**config.mk**
```make
export PLATFORM = sky130hd
export DESIGN_NAME = freq_gate_ctrl
export DESIGN_NICKNAME = d
export VERILOG_FILES = /design/src/rtl/freq_counter_pkg.sv /design/src/rtl/freq_gate_ctrl_gate_timer.sv /design/src/rtl/freq_gate_ctrl.sv
export SDC_FILE = /design/constraint.sdc
export NUM_CORES = 1
export LEC_CHECK = 0
export ABC_AREA = 0
export BUFFER_PORTS_ARGS = -buffer_cell sky130_fd_sc_hd__buf_2
export CAP_MARGIN = 25
export CELL_PAD_IN_SITES_DETAIL_PLACEMENT = 1
export CELL_PAD_IN_SITES_GLOBAL_PLACEMENT = 1
export CORE_ASPECT_RATIO = 1.25
export CORE_MARGIN = 2
export CORE_UTILIZATION = 47
export CTS_BUF_LIST = sky130_fd_sc_hd__clkbuf_4
export CTS_CLUSTER_SIZE = 20
export DETAILED_ROUTE_END_ITERATION = 8
export GPL_TIMING_DRIVEN = 0
export PLACE_DENSITY_LB_ADDON = 0.1
export SLEW_MARGIN = 30
export SYNTH_ARGS = -nofsm -noshare
export SYNTH_HDL_FRONTEND = slang
export SYNTH_HIERARCHICAL = 1
export SYNTH_SLANG_ARGS = --single-unit
```
**constraint.sdc**
```tcl
create_clock -name clk -period 3.2 [get_ports clk]
set_clock_uncertainty 0.2 [all_clocks]
set_input_delay 0.48 -clock clk [delete_from_list [all_inputs] [get_ports clk]]
set_output_delay 0.48 -clock clk [all_outputs]
set_load 0.03 [all_outputs]
```
**src/rtl/freq_counter_pkg.sv**
```systemverilog
// rtl/freq_counter_pkg.sv - shared state encodings and default sizing for the frequency counter blocks
package freq_counter_pkg;

  localparam logic [1:0] ST_IDLE   = 2'd0;
  localparam logic [1:0] ST_SETTLE = 2'd1;
  localparam logic [1:0] ST_COUNT  = 2'd2;

  localparam int DEF_GATE_CYCLES   = 10_000_000;
  localparam int DEF_SETTLE_CYCLES = 3;
  localparam int DEF_COUNT_W       = 24;

endpackage

```
**src/rtl/freq_gate_ctrl_gate_timer.sv**
```systemverilog
// rtl/freq_gate_ctrl_gate_timer.sv - modulo-N gate window timer with clear and terminal-count flag
module gate_timer #(
  parameter int N = 16,
  parameter int W = $clog2(N)
) (
  input  logic clk,
  input  logic reset,
  input  logic clear,
  input  logic run,
  output logic tc
);

  logic [W-1:0] count;

  assign tc = (count == W'(N - 1));

  always_ff @(posedge clk) begin
    if (reset || clear) begin
      count <= '0;
    end else if (run) begin
      count <= tc ? '0 : count + 1'b1;
    end
  end

endmodule

```
**src/rtl/freq_gate_ctrl.sv**
```systemverilog
// rtl/freq_gate_ctrl.sv - gate-window sequencer counting edge pulses per window
// Define FREQ_GATE_SAT_EN to saturate the edge counter instead of wrapping.
module freq_gate_ctrl
  import freq_counter_pkg::*;
#(
  parameter int GATE_CYCLES   = DEF_GATE_CYCLES,
  parameter int SETTLE_CYCLES = DEF_SETTLE_CYCLES,
  parameter int COUNT_W       = DEF_COUNT_W
) (
  input  logic               clk,
  input  logic               reset,
  input  logic               enable,
  input  logic               edge_pulse,
  output logic [COUNT_W-1:0] count_value,
  output logic               count_valid,
  output logic               overflow,
  output logic               gate_active
);

  localparam int SW = $clog2(SETTLE_CYCLES + 1);

  logic [1:0]         state;
  logic [SW-1:0]      settle_cnt;
  logic [COUNT_W-1:0] edge_cnt;
  logic [COUNT_W-1:0] edge_next;
  logic               edge_carry;
  logic               sticky_ovf;
  logic               gate_tc;

  // Timer is held at zero outside COUNT so every window starts aligned.
  gate_timer #(.N(GATE_CYCLES)) u_gate_timer (
    .clk   (clk),
    .reset (reset),
    .clear (state != ST_COUNT),
    .run   (state == ST_COUNT),
    .tc    (gate_tc)
  );

`ifdef FREQ_GATE_SAT_EN
  assign edge_carry = edge_pulse & (&edge_cnt);
  assign edge_next  = edge_carry ? edge_cnt : edge_cnt + COUNT_W'(edge_pulse);
`else
  assign {edge_carry, edge_next} = {1'b0, edge_cnt} + (COUNT_W + 1)'(edge_pulse);
`endif

  always_ff @(posedge clk) begin
    if (reset) begin
      state       <= ST_IDLE;
      settle_cnt  <= '0;
      edge_cnt    <= '0;
      sticky_ovf  <= 1'b0;
      count_value <= '0;
      count_valid <= 1'b0;
      overflow    <= 1'b0;
      gate_active <= 1'b0;
    end else begin
      count_valid <= 1'b0;
      case (state)
        ST_IDLE: begin
          if (enable) begin
            state      <= ST_SETTLE;
            settle_cnt <= '0;
          end
        end
        ST_SETTLE: begin
          if (!enable) begin
            state <= ST_IDLE;
          end else if (settle_cnt == SW'(SETTLE_CYCLES - 1)) begin
            state       <= ST_COUNT;
            gate_active <= 1'b1;
            edge_cnt    <= '0;
            sticky_ovf  <= 1'b0;
          end else begin
            settle_cnt <= settle_cnt + 1'b1;
          end
        end
        ST_COUNT: begin
          if (gate_tc) begin
            // Final gate cycle: its own edge is folded into the published result.
            count_value <= edge_next;
            overflow    <= sticky_ovf | edge_carry;
            count_valid <= 1'b1;
            edge_cnt    <= '0;
            sticky_ovf  <= 1'b0;
            if (!enable) begin
              state       <= ST_IDLE;
              gate_active <= 1'b0;
            end
          end else if (!enable) begin
            state       <= ST_IDLE;
            gate_active <= 1'b0;
          end else begin
            edge_cnt   <= edge_next;
            sticky_ovf <= sticky_ovf | edge_carry;
          end
        end
        default: begin
          state       <= ST_IDLE;
          gate_active <= 1'b0;
        end
      endcase
    end
  end

endmodule

```
==> metrics.txt <==
Synth Instances 474; Cell Area, Synth 4050 µm²; CP Capture Type register; CORE AREA 8290 µm²; placed inst area 4320 µm²; CTS tree yes; yosys warns 6; Bufs on Longest Clock Path 2; CP bufs+invs 1; Post-CTS Setup Inserts 0; Inserted Diodes 0; routability-driven placement congestion ratio 0.887; Wirelength per Cell 18.5 µm; die area 9370 µm²; vias 3786; Peak VDD IR 0.000164 V; max cap viols 0; Yosys reg bits 80; I/O Buffers 30; Startpoint Class register; CP Class register to register; RSZ-0062 raised after global routing false; critical path arrival 3.09 ns; H-Tree Level Count 3; Setup Viol. Count Final 0; register area share after synthesis 39.6%; Mapped Avg Cell Area 8.54 µm²; delay of the slowest cell on the worst path 0.42 ns; Core Util, Final 54.3%; Root Driver clkbuf_4; leading cell type by number of instances after synthesis dfxtp_1; CP Data Required Time 3.31 ns; Cell Count, Final, Fillers Out 617; IO Count 31; fraction of registers with async set or reset after synthesis 0%; total grt overflow 0; top cell type's share of synthesized area 39.6%; Final min period 2.98 ns; DP HPWL 8240 µm; P_leak 1.47 nW; # rows 37; antenna-violating nets left 0; first-pass GRT wire length 19000 µm; fin area 4500 µm²; DRT Wirelength 11400 µm; CP Cell Sequence nor4bb_1, nand4_1, nor3_2, nand4bb_1, nor2_2, clkbuf_1, o311ai_0, o211ai_1; Area Overhead vs Synth 11.3%; Final Hold Vio Count 0; Worst path top cell family by delay simple AND/OR/NAND/NOR gates; CTS clk-pin slew, worst paths 0.14 ns; Sink Count 80; Synth area leaders dfxtp_1 40%, nor2_1 4.7%, a21oi_1 3.3%; Max-slew headroom 47.0%; area leader, netlist dfxtp_1; count of cell types in the netlist 59; pin count of the biggest net entering global routing 14; Worst path slowest cell dfxtp_1; DRT iter0 DRCs 146; Synth top cells by count 80 x dfxtp_1, 51 x nor2_1, 28 x nand2_1, 27 x a21oi_1, 24 x o21ai_0; Initial Util 48.8%; worst slew pin tran 0.789 ns; Die X-Extent 87.0 µm; fmax 0.336 GHz; layout cell share with drive strength beyond 1 14.8%; total negative slack 0 ns; vias per cell 6.14; Layout Nets 523; pins over their slew limit 0; Die Span Y 108 µm; top_reg_cell synth dfxtp_1; worst hold slack 0.170 ns; global router's overall resource usage 25.8%; # DRC 0; status finished, final reports clean; syn nets 482; CP Max Fanout 10; Final period util 93.1%; length of the first detailed-routing pass in iterations 7; vias in the first global route 3817; antenna violations before repair 0; CTS buffer count 9; placed cells 601; number of synthesized flops with an enable pin 0; hold_buf cts 0; HP Class primary input to register; clk_lat worst skew 0.43 ns; Pwr per Cell Area 382 nW/µm²
==> flip-flops by register name, summed over array words and instances (netlist names) <==
name / flops
settle_cnt: 2
sticky_ovf: 1
overflow: 1
gate_active: 1
count_value: 24
u_gate_timer/count: 24
count_valid: 1
edge_cnt: 24
state: 2
==> power by group <==
group	internal [mW]	switching [mW]	leakage [nW]	total [mW]
clock network	0.322	0.363	0.0800	0.685
logic	0.00896	0.0258	0.741	0.0348
registers	0.997	0.00135	0.644	0.998
==> routing by layer <==
layer  routed length (µm)  global-route usage (%)  up-vias
li1                     -                       -     1858
met1                 4860                    30.1     1856
met2                 6080                    46.3       54
met3                  263                    3.60       18
met4                  233                    11.0        0
met5                    0                       0        -
==> layout by cell type (no fill, tap or decap), types with 12 or more instances in the layout <==
master,netlist,layout
dfxtp_1,80,80
xnor2_1,14,14
inv_1,13,13
xor2_1,13,13
nor2_1,51,50
clkbuf_1,18,15
o21ai_0,24,24
a21oi_1,27,27
a211oi_1,17,17
a31oi_1,12,12
or3_1,13,13
nand3_1,16,16
nand2_1,28,28
buf_2,3,35
nand4_1,19,19
==> final timing paths <==
path,startpoint,to,slack (ns),cells after the start
worst max-delay path,u_gate_timer/count[10],edge_cnt[21],0.22,8
worst min-delay path,reset,u_gate_timer/count[6],0.17,2
worst min register to register,count_value[0],count_value[0],0.30,2
worst max register to register,u_gate_timer/count[10],edge_cnt[21],0.22,8
==> kinds of logic after synthesis <==
family                     Yosys count  synth area share [%]
adders and majority gates            4                  1.24
DFF                                 80                  39.6
and+or+nand+nor                    192                  26.4
xor gates and xnor gates            27                  5.84
AOI/OAI and AO/OA                  122                  19.9
muxes                                2                 0.495
buffers and inverters               47                  6.56
==> timing repair <==
item,in CTS,in global routing
pin swaps,0,0
endpoints found under the setup margin,21,38
hold endpoints to repair,0,0
gates resized for setup,3,7
==> area by class of cell <==
class / count / area (µm²)
Multi-Input combinational cell: 347 / 2200
Fill cell: 1028 / 3780
Sequential cell: 80 / 1600
Clock inverter: 6 / 83.8
Tap cell: 97 / 121
Inverter: 13 / 48.8
Timing Repair Buffer: 30 / 150
Buffer: 34 / 223
Clock buffer: 10 / 75.1
==> metrics by stage <==
stage | power, mW | setup WS [ns]
final | 1.72 | 0.221
after global routing | 1.78 | 0.0136
after CTS | 1.74 | 0.0176
after detailed placement | 1.05 | -0.138
after global placement | 1.05 | -0.0658
after floorplan | 1.04 | 0.825
No activity file was read; power rests on OpenSTA's default activity.
